**src/rtl/md_unit.sv**
```systemverilog
// Iterative RV32M multiply/divide unit: 32-cycle shift-add multiply or
// restoring divide, one sign-fix cycle, then a one-cycle done pulse.
module md_unit (
  input  logic        clk,
  input  logic        rst,
  input  logic        start,
  input  logic [2:0]  op,
  input  logic [31:0] read_data_1,
  input  logic [31:0] read_data_2,
  output logic        busy,
  output logic        done,
  output logic [31:0] result
);

  localparam int unsigned W  = 32;
  localparam int unsigned CW = 5;

  typedef enum logic [1:0] {IDLE, CALC, FIX, DONE} state_t;

  state_t          state;
  logic [2:0]      op_q;
  logic [W-1:0]    opnd;     // multiplicand (mul) or divisor (div)
  logic [W-1:0]    sh;       // multiplier (shifts right) or dividend (shifts left)
  logic [2*W-1:0]  acc;      // product, or {remainder, quotient}
  logic [CW-1:0]   cnt;
  logic            neg_q;
  logic            neg_r;
  logic            div0;

  logic            a_signed, b_signed, sa, sb;
  logic [W-1:0]    abs_a, abs_b;
  logic [W:0]      mul_sum;
  logic [W:0]      rem_sh;
  logic            div_ge;
  logic [W-1:0]    rem_new;
  logic [2*W-1:0]  step_next;
  logic [2*W-1:0]  prod_fix;
  logic [W-1:0]    quot_fix, rem_fix;
  logic [W-1:0]    res_sel;

  // Operand signedness and magnitudes for the request on the inputs
  always_comb begin
    a_signed = (op == 3'b001) || (op == 3'b010) || (op == 3'b100) || (op == 3'b110);
    b_signed = (op == 3'b001) || (op == 3'b100) || (op == 3'b110);
    sa       = a_signed && read_data_1[W-1];
    sb       = b_signed && read_data_2[W-1];
    abs_a    = sa ? W'(-read_data_1) : read_data_1;
    abs_b    = sb ? W'(-read_data_2) : read_data_2;
  end

  // One iteration of shift-add multiply or restoring divide
  always_comb begin
    mul_sum = {1'b0, acc[2*W-1:W]} + (sh[0] ? {1'b0, opnd} : (W+1)'(0));
    rem_sh  = {acc[2*W-1:W], sh[W-1]};
    div_ge  = (rem_sh >= {1'b0, opnd});
    rem_new = div_ge ? W'(rem_sh - {1'b0, opnd}) : rem_sh[W-1:0];
    if (op_q[2]) step_next = {rem_new, acc[W-2:0], div_ge};
    else         step_next = {mul_sum, acc[W-1:1]};
  end

  // Sign correction, special cases and output selection
  always_comb begin
    prod_fix = neg_q ? (2*W)'(-acc) : acc;
    quot_fix = neg_q ? W'(-acc[W-1:0]) : acc[W-1:0];
    rem_fix  = neg_r ? W'(-acc[2*W-1:W]) : acc[2*W-1:W];
    case (op_q)
      3'b000:         res_sel = prod_fix[W-1:0];
      3'b001, 3'b010,
      3'b011:         res_sel = prod_fix[2*W-1:W];
      3'b100, 3'b101: res_sel = div0 ? {W{1'b1}} : quot_fix;
      default:        res_sel = rem_fix;
    endcase
  end

  // Control FSM and datapath registers
  always_ff @(posedge clk) begin
    if (rst) begin
      state  <= IDLE;
      busy   <= 1'b0;
      done   <= 1'b0;
      result <= '0;
      cnt    <= '0;
      acc    <= '0;
      op_q   <= '0;
      opnd   <= '0;
      sh     <= '0;
      neg_q  <= 1'b0;
      neg_r  <= 1'b0;
      div0   <= 1'b0;
    end else begin
      done <= 1'b0;
      case (state)
        IDLE, DONE: begin
          if (start) begin
            op_q  <= op;
            opnd  <= op[2] ? abs_b : abs_a;
            sh    <= op[2] ? abs_a : abs_b;
            neg_q <= sa ^ sb;
            neg_r <= sa;
            div0  <= (read_data_2 == '0);
            acc   <= '0;
            cnt   <= '0;
            busy  <= 1'b1;
            state <= CALC;
          end else begin
            busy  <= 1'b0;
            state <= IDLE;
          end
        end
        CALC: begin
          acc <= step_next;
          sh  <= op_q[2] ? {sh[W-2:0], 1'b0} : {1'b0, sh[W-1:1]};
          cnt <= cnt + CW'(1);
          if (cnt == CW'(W - 1)) state <= FIX;
        end
        FIX: begin
          result <= res_sel;
          done   <= 1'b1;
          busy   <= 1'b0;
          state  <= DONE;
        end
        default: state <= IDLE;
      endcase
    end
  end

endmodule

```
**config.mk**
```make
export PLATFORM = sky130hd
export DESIGN_NAME = md_unit
export DESIGN_NICKNAME = d
export VERILOG_FILES = /design/src/rtl/md_unit.sv
export SDC_FILE = /design/constraint.sdc
export NUM_CORES = 1
export LEC_CHECK = 0
export CAP_MARGIN = 20
export CORE_ASPECT_RATIO = 0.7
export CORE_MARGIN = 3
export CORE_UTILIZATION = 64
export DETAILED_ROUTE_END_ITERATION = 6
export PLACE_DENSITY_LB_ADDON = 0.3
export SLEW_MARGIN = 5
export SYNTH_ARGS = -nofsm -noshare
export SYNTH_HDL_FRONTEND = slang
export SYNTH_SLANG_ARGS = --single-unit
```
**constraint.sdc**
```tcl
create_clock -name clk -period 6.73 [get_ports clk]
set_input_delay 0.673 -clock clk [delete_from_list [all_inputs] [get_ports clk]]
set_output_delay 0.673 -clock clk [all_outputs]
set_load 0.01 [all_outputs]
```
# After elaboration in Yosys (flattened, before gate mapping)
# Index checks and enable logic that the tools add are counted.
[totals]
out_inout_bits = 34
input_bits = 70
elab_cells = 79
regBits = 175
[op_classes]
n_reduce_logical = 17
muxes = 25
order_cmp = 1
eq_ne = 15
add_sub_neg = 8
bitwise_logic = 1
[op_table]
columns = ["operator", "count"]
rows = [
  ["$mux 32", 11],
  ["$mux 64", 3],
  ["$neg 32->32", 4],
  ["$pmux 64 s2", 1],
  ["$pmux 32 s3", 1],
  ["$neg 64->64", 1],
  ["$pmux 32 s2", 1],
  ["$add 32x32->33", 1],
  ["$ge 33x32->1", 1],
  ["$logic_not 32->1", 1],
  ["$sub 32x32->32", 1],
  ["$eq 3x3->1 const B", 4],
  ["$pmux 5 s2", 1],
  ["$eq 3x2->1 const B", 3],
  ["$eq 3x1->1 const B", 2],
  ["$pmux 2 s3", 1],
  ["$add 5x1->5 const B", 1],
  ["$eq 5x5->1 const B", 1],
  ["$logic_or 1x1->1", 5],
  ["$mux 5", 1],
  ["$eq 2x2->1 const B", 2],
  ["$ne 2x2->1 const B", 2],
  ["$reduce_and 2->1", 2],
  ["$reduce_bool 2->1", 2],
  ["other kinds (10)", 14],
]

# Depth between registers and ports, before layout
# Gate-level depths: netlist of the first run.
[logic_depth]
ltp_word = 9
mapped_depth = 14
depth_no_buf = 14

# Least setup slack after synthesis of the first run
# Ideal clock, no wire load.
[synth_path]
path_kind = "register to register"
from = "register acc[32]"
to = "register acc[59]"
synth_period_minus_slack_ns = 3.309
setup_time_ns = 0.114
stages_incl_launch_ff = 14
arrival_time_ns = 3.195
n_path_buf = 0
t_required_ns = 6.616
slack_ns = 3.421
cell_sequence = "dfxtp_1 ha_1 inv_1 fa_1 nand2b_1 a21o_1 a211oi_1 o21a_1 or2_1 a311oi_1 o41a_1 mux2_2 and3_1 a2111oi_0"
[synth_via]
elab_chain_len = 4
elab_cells_between_ends = 6
classes_between = "add/sub (2); order compare (1); mux (3)"
[synth_lines]
columns = ["item", "line_no", "text"]
rows = [
  ["start, declared", "24", "logic [2*W-1:0] acc;"],
  ["start signal, assigned", "111", "acc <= step_next;"],
  ["$sub 32x32->32 or $ge 33x32->1 (tied branches)", "56, 55", ""],
  ["$mux 32", "56", "rem_new = div_ge ? W'(rem_sh - {1'b0, opnd}) : rem_sh[W-1:0];"],
  ["$mux 64 (*)", "57", "if (op_q[2]) step_next = {rem_new, acc[W-2:0], div_ge};"],
  ["$pmux 64 s2 (*)", "92", "case (state)"],
]
# Mark *: on every way between the ends. The rest lies on a longest branch, timed or not.
# A chain may end at the register's enable or synchronous reset.

# Worst setup path after layout of the first run
[layout_path]
from = "register sh[0]"
to = "register acc[59]"
[layout_via]
elab_chain_len = 4
[layout_lines]
columns = ["item", "line_no", "text"]
rows = [
  ["start, declared", "23", "logic [W-1:0] sh;"],
  ["start signal, assigned", "97", "sh <= op[2] ? abs_a : abs_b;"],
  ["start signal, assigned", "112", "sh <= op_q[2] ? {sh[W-2:0], 1'b0} : {1'b0, sh[W-1:1]};"],
  ["$mux 32", "53", "mul_sum = {1'b0, acc[2*W-1:W]} + (sh[0] ? {1'b0, opnd} : (W+1)'(0));"],
  ["$add 32x32->33", "53", ""],
  ["$mux 64", "57", ""],
  ["$pmux 64 s2", "92", ""],
]
# Every way passes these cells.

==> flow_metrics.env, run 1 <==
export IMPL_seqPwrFrac_pct=28.6
export IMPL_synth_ff_type="dfxtp_1"
export IMPL_gp_congestion=1.02
export IMPL_grt_usage_pct=41.8
export IMPL_cp_endpoint="acc[59]$_SDFFE_PP0P_"
export IMPL_fin_total_pwr_mw=5.18
export IMPL_drtIter0Drc=2538
export IMPL_core_area_mm2=0.0238
export IMPL_fin_skew_ns=0.0135
export IMPL_p_sw_mw=2.53
export IMPL_cts_max_level=4
export IMPL_wl_met3_um=9150
export IMPL_rrSetupSlack_ns=2.20
export IMPL_p_int_mw=2.65
export IMPL_num_rows=47
export IMPL_finalCritPeriodShare_pct=67.3
export IMPL_clk_pin_slew_ns=0.08
export IMPL_hold_path_class="register to register"
export IMPL_top_layer_used="met5"
export IMPL_tightestPinTransition_ns=1.08
export IMPL_swShare_pct=48.8
export IMPL_dp_hpwl_um=40900
export IMPL_post_dp_cell_area_mm2=0.0167
export IMPL_cts_root_buf="clkbuf_16"
export IMPL_antenna_found_initial=3
export IMPL_critical_path_class="register to register"
export IMPL_hold_buffers=0
export IMPL_finalSetupViolations=0
export IMPL_outcome="finished, violations left"
export IMPL_ys_types=76
export IMPL_p_comb_share_pct=50.3
export IMPL_yosysSeqAreaShare_pct=22.4
export IMPL_cpMaxStageDelayCell="dfxtp_1"
export IMPL_worst_r2r_path_depth=14
export IMPL_area_growth_syn_to_layout_pct=10.6
export IMPL_synth_area_leader_cell="dfxtp_1"
export IMPL_route_vias_total=16900
export IMPL_synth_fp_nets=2316
export IMPL_synth_most_common_cell="nand2_1"
export IMPL_violations="design-rule violations"
export IMPL_synth_edf_count=0
export IMPL_worstPathCellList="and2_1 -> ha_1 -> inv_1 -> fa_1 -> nand2b_1 -> a21o_1 -> a211oi_1 -> o21a_1 -> or2_1 -> a311oi_1 -> o41a_1 -> mux2_2 -> and3_1 -> a2111oi_0"
export IMPL_peakVddDrop_uv=457
export IMPL_io_buffer_count=103
export IMPL_r2r_end="acc[59]$_SDFFE_PP0P_"
export IMPL_dp_slack_ns=2.33
export IMPL_post_cts_resized=0
export IMPL_fp_dieH_um=137
export IMPL_die_w_um=193
export IMPL_wl_met2_um=22100
export IMPL_async_reset_ff_share_pct=0
export IMPL_wl_per_cell_um=22.4
export IMPL_synth_avg_cell_area_um2=7.21
export IMPL_diodes=0
export IMPL_grt_overflow=0
export IMPL_firstDrtPassIters=7
export IMPL_ios=104
export IMPL_fin_util_pct=72.7
export IMPL_syn_inst=2171
export IMPL_cap_violations=0
export IMPL_grt_pass1_vias=15500
export IMPL_finalWirelength_um=55700
export IMPL_place_inst=2455
export IMPL_critPathLaunch="sh[0]$_SDFFE_PP0P_"
export IMPL_start_util_pct=65.7
export IMPL_ant_nets=0
export IMPL_cp_required_ns=7.06
export IMPL_grt_max_degree=88
export IMPL_p_clk_share_pct=21.1
export IMPL_fillers=1892
export IMPL_hold_viol_final=0
export IMPL_grt_pass1_wl_um=86500
export IMPL_leakagePower_nw=6.81
export IMPL_clockBufferDepth=2
export IMPL_clock_sinks=175
export IMPL_worst_ep_arrival_time_ns=4.86
export IMPL_cp_top_family="compound AO/OA/AOI/OAI gates"
export IMPL_synth_area_leaders="dfxtp_1, a21oi_1, ha_1, xor2_1, nand2_1"
export IMPL_start_kind="register"
export IMPL_netlist_area_mm2=0.0156
export IMPL_cts_tree="yes"
export IMPL_post_cts_buffers=0
export IMPL_critPathMaxFanout=34
export IMPL_insertion_delay_ns=0.46
export IMPL_rr_startpoint="sh[0]$_SDFFE_PP0P_"
export IMPL_rsz0062_at_grt="false"
export IMPL_die_area_mm2=0.0264
export IMPL_drive_gt1_share_pct=6.13
export IMPL_max_stage_delay_ns=0.99
export IMPL_final_cell_count_no_fill=2488
export IMPL_detail_route_vias_per_cell=6.80
export IMPL_cts_buffers=17
export IMPL_fin_tns_setup_ns=0
export IMPL_final_area_mm2=0.0173
export IMPL_drc=2
export IMPL_whs_ns=0.438
export IMPL_final_net_count=2302
export IMPL_end_kind="register"
export IMPL_worstSetupPathDepth=14
export IMPL_yosys_warnings=0
export IMPL_ys_ff_latch=175
export IMPL_synth_top_area_share_pct=22.4
export IMPL_wirelength_met1_um=22900
export IMPL_max_freq_mhz=221
export IMPL_cp_num_buf_inv=1
export IMPL_ys_top_cells_by_count="nand2_1, a21oi_1, nor2_1"
export IMPL_slew_viol_final=0
export IMPL_maxSlewHeadroom_pct=28.3
export IMPL_worst_slack_ns=2.20
export IMPL_period_minus_slack_ns=4.53
export IMPL_p_per_area_mw_per_mm2=299
-- cells by family after synthesis --
family | count (synthesis) | synth area share, %
AND/OR/NAND/NOR | 744 | 22.4
AO/OA/AOI/OAI | 663 | 26.6
buffers and inverters | 232 | 5.67
XOR/XNOR | 190 | 10.6
flip-flops | 175 | 22.4
multiplexers | 92 | 6.28
adder cells (fa/ha/maj) | 75 | 6.09
-- power by group through the flow --
stage | clock (mW) | combinational, mW | sequential, mW
after floorplan | 0 | 1.82 | 1.36
after global placement | 0 | 2.45 | 1.47
after detailed placement | 0 | 2.50 | 1.48
after CTS | 1.09 | 2.51 | 1.46
after global routing | 1.13 | 2.81 | 1.50
final | 1.10 | 2.60 | 1.48
-- state kept, by name, indices dropped and copies added (netlist names) --
register	count
done	1
result	32
opnd	32
state	2
op_q	3
busy	1
neg_q	1
acc	64
neg_r	1
sh	32
div0	1
cnt	5
-- layout by cell type (no fill, tap or decap), types with 19 or more instances in the layout --
| master | synthesis | final |
|---|---|---|
| buf_4 | 0 | 25 |
| a211oi_1 | 51 | 51 |
| or3_1 | 20 | 20 |
| nand4_1 | 28 | 28 |
| clkdlybuf4s50_1 | 0 | 101 |
| dfxtp_1 | 175 | 173 |
| inv_1 | 69 | 69 |
| a221oi_1 | 23 | 23 |
| xnor2_1 | 86 | 86 |
| a21o_1 | 28 | 28 |
| nand2_1 | 242 | 242 |
| o21ai_0 | 144 | 143 |
| o211ai_1 | 21 | 21 |
| mux2i_1 | 43 | 43 |
| nand3_1 | 70 | 70 |
| nor3_1 | 48 | 48 |
| and2_1 | 39 | 39 |
| ha_1 | 73 | 72 |
| xor2_1 | 104 | 104 |
| nand2b_1 | 19 | 19 |
| mux2_2 | 49 | 49 |
| o31ai_1 | 30 | 30 |
| a21oi_1 | 231 | 230 |
| nor2_1 | 195 | 194 |
-- layer usage --
metal  vias to the layer above  GRT usage [%]
met5                         -           1.35
met4                         8           12.2
met3                       134           18.2
met2                      1139           57.6
met1                      7854           58.5
li1                       7788              -
-- layout make-up --
class | count | area (um^2) | share of cell area, %
flip-flops and latches | 175 | 3510 | 20.3
clock inverters | 15 | 210 | 1.21
multi-input cells | 1764 | 11300 | 65.2
inverters | 71 | 267 | 1.54
well taps | 318 | 398 | 2.30
repair buffers | 128 | 1210 | 7.02
clock buffers | 17 | 425 | 2.46
-- worst min-delay path by stage --
| stage | startpoint | end | slack (ns) | depth (start not counted) |
|---|---|---|---|---|
| 4_1_cts | result[25]$_SDFFE_PP0P_ | result[25]$_SDFFE_PP0P_ | 0.44 | 2 |
| 6_report | result[18]$_SDFFE_PP0P_ | result[18]$_SDFFE_PP0P_ | 0.44 | 2 |
| 3_5_place_dp | result[25]$_SDFFE_PP0P_ | result[25]$_SDFFE_PP0P_ | 0.43 | 2 |
| 2_1_floorplan | cnt[4]$_SDFFE_PP0P_ | cnt[4]$_SDFFE_PP0P_ | 0.44 | 2 |
| 3_3_place_gp | result[24]$_SDFFE_PP0P_ | result[24]$_SDFFE_PP0P_ | 0.43 | 2 |
| 5_1_grt | result[26]$_SDFFE_PP0P_ | result[26]$_SDFFE_PP0P_ | 0.47 | 2 |
-- tightest hold or removal path: stages (launching register included) --
cell     delay, ns
dfxtp_1       0.31
nand2_1       0.05
nand2_1       0.04
No activity file was read; power rests on OpenSTA's default activity.
==> run 2, diff against run 1 <==
--- a/config.mk
+++ b/config.mk
@@ -8,7 +8,7 @@
 export CAP_MARGIN = 20
 export CORE_ASPECT_RATIO = 0.7
 export CORE_MARGIN = 3
-export CORE_UTILIZATION = 64
+export CORE_UTILIZATION = 55
 export DETAILED_ROUTE_END_ITERATION = 6
 export PLACE_DENSITY_LB_ADDON = 0.3
 export SLEW_MARGIN = 5
==> constraint.sdc (replaced) <==
create_clock -name clk -period 3.65 [get_ports clk]
set_input_delay 0.365 -clock clk [delete_from_list [all_inputs] [get_ports clk]]
set_output_delay 0.365 -clock clk [all_outputs]
set_load 0.01 [all_outputs]
==> run 2 against run 1 <==
Net effect: the run now ends clean; largest cell class unchanged; flip-flop and latch count unchanged; worst setup slack worse by 2.1 ns; via count is 0.35% higher; count of clock-buffer cells in the layout increased by 3; clock power is 71% higher; hold slack got worse by 0.16 ns; die area increased by 16%; core utilization down 7.3 points; wire length up 1.1%.
==> flow_metrics.env, run 2 (synthesis results as in run 1) <==
export IMPL_tightestPinTransition_ns=1.02
export IMPL_final_net_count=2366
export IMPL_firstDrtPassIters=6
export IMPL_die_area_mm2=0.0305
export IMPL_clock_sinks=175
export IMPL_start_util_pct=57.2
export IMPL_dp_slack_ns=0.0250
export IMPL_gp_congestion=0.997
export IMPL_start_kind="register"
export IMPL_area_growth_syn_to_layout_pct=14.3
export IMPL_insertion_delay_ns=0.46
export IMPL_period_minus_slack_ns=3.53
export IMPL_finalCritPeriodShare_pct=96.8
export IMPL_layout_common_cells="nand2_1, a21oi_1, nor2_1"
export IMPL_post_cts_buffers=0
export IMPL_hold_viol_final=0
export IMPL_leakagePower_nw=7.13
export IMPL_worst_slack_ns=0.117
export IMPL_fin_util_pct=65.4
export IMPL_wl_per_cell_um=21.7
export IMPL_route_vias_total=17000
export IMPL_num_rows=50
export IMPL_hold_path_class="primary input to register"
export IMPL_drc=0
export IMPL_fin_skew_ns=0.0127
export IMPL_end_kind="register"
export IMPL_cap_violations=0
export IMPL_place_inst=2566
export IMPL_fp_dieH_um=147
export IMPL_whs_ns=0.282
export IMPL_rr_startpoint="opnd[0]$_SDFFE_PP0P_"
export IMPL_p_per_area_mw_per_mm2=540
export IMPL_io_buffer_count=103
export IMPL_rsz0062_at_grt="true"
export IMPL_fin_total_pwr_mw=9.65
export IMPL_fin_tns_setup_ns=0
export IMPL_post_cts_resized=0
export IMPL_grt_max_degree=63
export IMPL_hold_start="rst"
export IMPL_final_cell_count_no_fill=2598
export IMPL_critPathMaxFanout=3
export IMPL_worst_ep_arrival_time_ns=3.88
export IMPL_core_area_mm2=0.0273
export IMPL_max_freq_mhz=283
export IMPL_cts_max_level=4
export IMPL_clk_pin_slew_ns=0.07
export IMPL_die_w_um=208
export IMPL_clockBufferDepth=2
export IMPL_peakVddDrop_uv=454
export IMPL_grt_pass1_vias=15400
export IMPL_hold_buffers=0
export IMPL_final_common_cell="nand2_1"
export IMPL_ios=104
export IMPL_fillers=2369
export IMPL_final_area_mm2=0.0179
export IMPL_cp_required_ns=3.99
export IMPL_outcome="complete, no violations"
export IMPL_grt_overflow=0
export IMPL_critical_path_class="register to register"
export IMPL_drive_gt1_share_pct=9.05
export IMPL_critPathLaunch="opnd[0]$_SDFFE_PP0P_"
export IMPL_dp_hpwl_um=43000
export IMPL_cts_buffers=17
export IMPL_drtIter0Drc=2362
export IMPL_finalWirelength_um=56300
export IMPL_maxSlewHeadroom_pct=32.0
export IMPL_antenna_found_initial=2
export IMPL_cts_root_buf="clkbuf_16"
export IMPL_detail_route_vias_per_cell=6.54
export IMPL_post_dp_cell_area_mm2=0.0172
export IMPL_cts_tree="yes"
export IMPL_slew_viol_final=0
export IMPL_finalSetupViolations=0
export IMPL_ant_nets=0
export IMPL_grt_pass1_wl_um=87200
export IMPL_regMostFlops="acc"
export IMPL_largest_register_ffs=64
export IMPL_grt_usage_pct=35.6
-- run 2: path summary, 6_finish.rpt --
check | cells after the start | to | slack, ns
worst min-delay path | 2 | opnd[2]$_SDFFE_PP0P_ | 0.28
worst max-delay path | 14 | acc[59]$_SDFFE_PP0P_ | 0.12
worst max register to register | 14 | acc[59]$_SDFFE_PP0P_ | 0.12
worst min register to register | 2 | result[24]$_SDFFE_PP0P_ | 0.44
-- run 2: area by class of cell --
class                   count  area [um^2]  share of cell area (%)
repair buffers            192         1730                    9.69
clock buffers              20          457                    2.55
flip-flops and latches    175         3510                    19.6
inverters                  71          267                    1.49
multi-input cells        1764        11300                    63.4
clock inverters            11          126                   0.707
well taps                 364          455                    2.55
diodes                      1         2.50                  0.0140
-- run 2: critical path: stages, from the launching register on --
cell	delay, ns
dfxtp_1	0.34
and2_1	0.13
ha_1	0.16
inv_1	0.06
fa_1	0.39
nand2b_1	0.20
a21o_1	0.21
a211oi_2	0.24
o21a_1	0.19
or2_1	0.17
a311oi_2	0.13
o41a_1	0.45
mux2_2	0.27
and3_1	0.17
a2111oi_1	0.30
-- run 2: where the power goes --
| part | total (mW) | switching, mW | leakage (nW) | internal, mW |
|---|---|---|---|---|
| Sequential | 2.67 | 0.402 | 1.43 | 2.27 |
| Combinational | 5.10 | 3.26 | 5.42 | 1.84 |
| Clock | 1.88 | 0.882 | 0.282 | 0.996 |
-- run 2: routing by layer --
layer	part of all wire, %	GRT usage, %	wire, um	vias to the layer above
met5	0	0	0	-
met4	2.3	9.46	1300	0
met3	15	13.3	8330	92
met2	39	48.3	21800	1021
met1	44	52.4	25000	7969
li1	-	-	-	7901
==> run 3, diff against run 2 <==
--- a/config.mk
+++ b/config.mk
@@ -5,12 +5,13 @@
 export SDC_FILE = /design/constraint.sdc
 export NUM_CORES = 1
 export LEC_CHECK = 0
-export CAP_MARGIN = 20
-export CORE_ASPECT_RATIO = 0.7
+export CAP_MARGIN = 40
+export CORE_ASPECT_RATIO = 1.4
 export CORE_MARGIN = 3
 export CORE_UTILIZATION = 55
 export DETAILED_ROUTE_END_ITERATION = 6
 export PLACE_DENSITY_LB_ADDON = 0.3
+export RECOVER_POWER = 25
 export SLEW_MARGIN = 5
 export SYNTH_ARGS = -nofsm -noshare
 export SYNTH_HDL_FRONTEND = slang
==> run 3 against run 2 <==
Net effect: sequential power hardly changed; clock skew is 0.0032 ns higher; count of clock-buffer cells in the layout is 2 lower; via count is 1.6% lower; register-to-register slack better by 0.04 ns; final area hardly changed; first-iteration DRC count is 27% lower; die area hardly changed; final cell count is 0.38% higher; sequential share of layout area hardly changed; hold slack worse by 0.043 ns; critical path depth is 2 lower; critical endpoint unchanged; largest power group unchanged; highest routed layer unchanged.
==> flow_metrics.env, run 3 (synthesis results as in run 1) <==
export IMPL_outcome="complete, no violations"
export IMPL_final_area_mm2=0.0179
export IMPL_final_net_count=2366
export IMPL_io_buffer_count=103
export IMPL_worst_ep_arrival_time_ns=3.85
export IMPL_place_inst=2572
export IMPL_core_area_mm2=0.0278
export IMPL_ant_nets=0
export IMPL_period_minus_slack_ns=3.49
export IMPL_p_per_area_mw_per_mm2=529
export IMPL_clock_sinks=175
export IMPL_largest_register_ffs=64
export IMPL_fp_dieH_um=206
export IMPL_drive_gt1_share_pct=8.91
export IMPL_peakVddDrop_uv=632
export IMPL_clockBufferDepth=2
export IMPL_rsz0062_at_grt="true"
export IMPL_slew_viol_final=0
export IMPL_fin_tns_setup_ns=0
export IMPL_cts_root_buf="clkbuf_16"
export IMPL_firstDrtPassIters=6
export IMPL_fin_skew_ns=0.0159
export IMPL_worst_slack_ns=0.159
export IMPL_max_freq_mhz=286
export IMPL_finalWirelength_um=54800
export IMPL_critical_path_class="register to register"
export IMPL_start_kind="register"
export IMPL_fin_total_pwr_mw=9.46
export IMPL_critPathMaxFanout=7
export IMPL_drc=0
export IMPL_gp_congestion=1.01
export IMPL_post_cts_buffers=0
export IMPL_tightestPinTransition_ns=1.29
export IMPL_ios=104
export IMPL_cp_required_ns=4.01
export IMPL_dp_slack_ns=-0.0289
export IMPL_finalSetupViolations=0
export IMPL_drtIter0Drc=1718
export IMPL_num_rows=72
export IMPL_clk_pin_slew_ns=0.07
export IMPL_grt_pass1_wl_um=85600
export IMPL_grt_max_degree=79
export IMPL_start_util_pct=56.2
export IMPL_end_kind="register"
export IMPL_grt_overflow=0
export IMPL_hold_buffers=0
export IMPL_die_w_um=149
export IMPL_antenna_found_initial=4
export IMPL_finalCritPeriodShare_pct=95.6
export IMPL_layout_common_cells="nand2_1, a21oi_1, nor2_1"
export IMPL_cap_violations=0
export IMPL_wl_per_cell_um=21.0
export IMPL_hold_path_class="primary input to register"
export IMPL_cts_max_level=4
export IMPL_area_growth_syn_to_layout_pct=14.3
export IMPL_detail_route_vias_per_cell=6.41
export IMPL_insertion_delay_ns=0.47
export IMPL_hold_viol_final=0
export IMPL_fillers=2476
export IMPL_fin_util_pct=64.3
export IMPL_cts_tree="yes"
export IMPL_grt_usage_pct=35.2
export IMPL_route_vias_total=16700
export IMPL_whs_ns=0.239
export IMPL_dp_hpwl_um=42000
export IMPL_final_cell_count_no_fill=2608
export IMPL_die_area_mm2=0.0305
export IMPL_post_dp_cell_area_mm2=0.0173
export IMPL_cts_buffers=17
export IMPL_regMostFlops="acc"
export IMPL_grt_pass1_vias=15900
export IMPL_leakagePower_nw=7.26
export IMPL_maxSlewHeadroom_pct=13.9
export IMPL_final_common_cell="nand2_1"
==> run 3: what timing repair did <==
action,in CTS,in global routing
gates resized for setup,2,8
endpoints found under the setup margin,1,7
pin swaps,0,4
cloned,0,0
==> run 3: final cells by class <==
type | instances | area [um^2] | area share (%)
multi-input combinational | 1764 | 11300 | 63.3
sequential | 175 | 3510 | 19.6
timing repair buffer | 192 | 1700 | 9.52
tap | 370 | 463 | 2.59
clock buffer | 18 | 439 | 2.46
inverter | 71 | 267 | 1.49
clock inverter | 14 | 169 | 0.944
antenna | 4 | 10.0 | 0.0560
==> run 3: per-layer routing <==
layer | global-route usage (%) | vias up | wire (um)
met3 | 5.05 | 186 | 3740
met5 | 0 | - | 0
met1 | 42.5 | 7860 | 21400
li1 | - | 7920 | -
met4 | 20.6 | 0 | 3280
met2 | 59.4 | 747 | 26400
==> run 3: path summary, 6_finish.rpt <==
path                              to  depth (start not counted)  slack [ns]               startpoint
max reg2reg     acc[59]$_SDFFE_PP0P_                         12        0.16    opnd[12]$_SDFFE_PP0P_
min            opnd[24]$_SDFFE_PP0P_                          2        0.24                      rst
max             acc[59]$_SDFFE_PP0P_                         12        0.16    opnd[12]$_SDFFE_PP0P_
min reg2reg  result[10]$_SDFFE_PP0P_                          2        0.43  result[10]$_SDFFE_PP0P_
==> run 3: critical path, cell delays in order, from the launching register on <==
cell	delay (ns)
dfxtp_1	0.41
inv_1	0.08
ha_1	0.39
a21o_1	0.24
a211oi_1	0.34
nor3_1	0.09
nor2_1	0.19
o211ai_1	0.17
a221oi_1	0.51
o21ai_0	0.20
xnor2_1	0.16
o2111a_1	0.25
a2111oi_2	0.36
==> run 3: power by group <==
group          internal (mW)  switching [mW]
Clock                  0.996           0.940
Combinational           1.77            3.08
Sequential              2.27           0.411
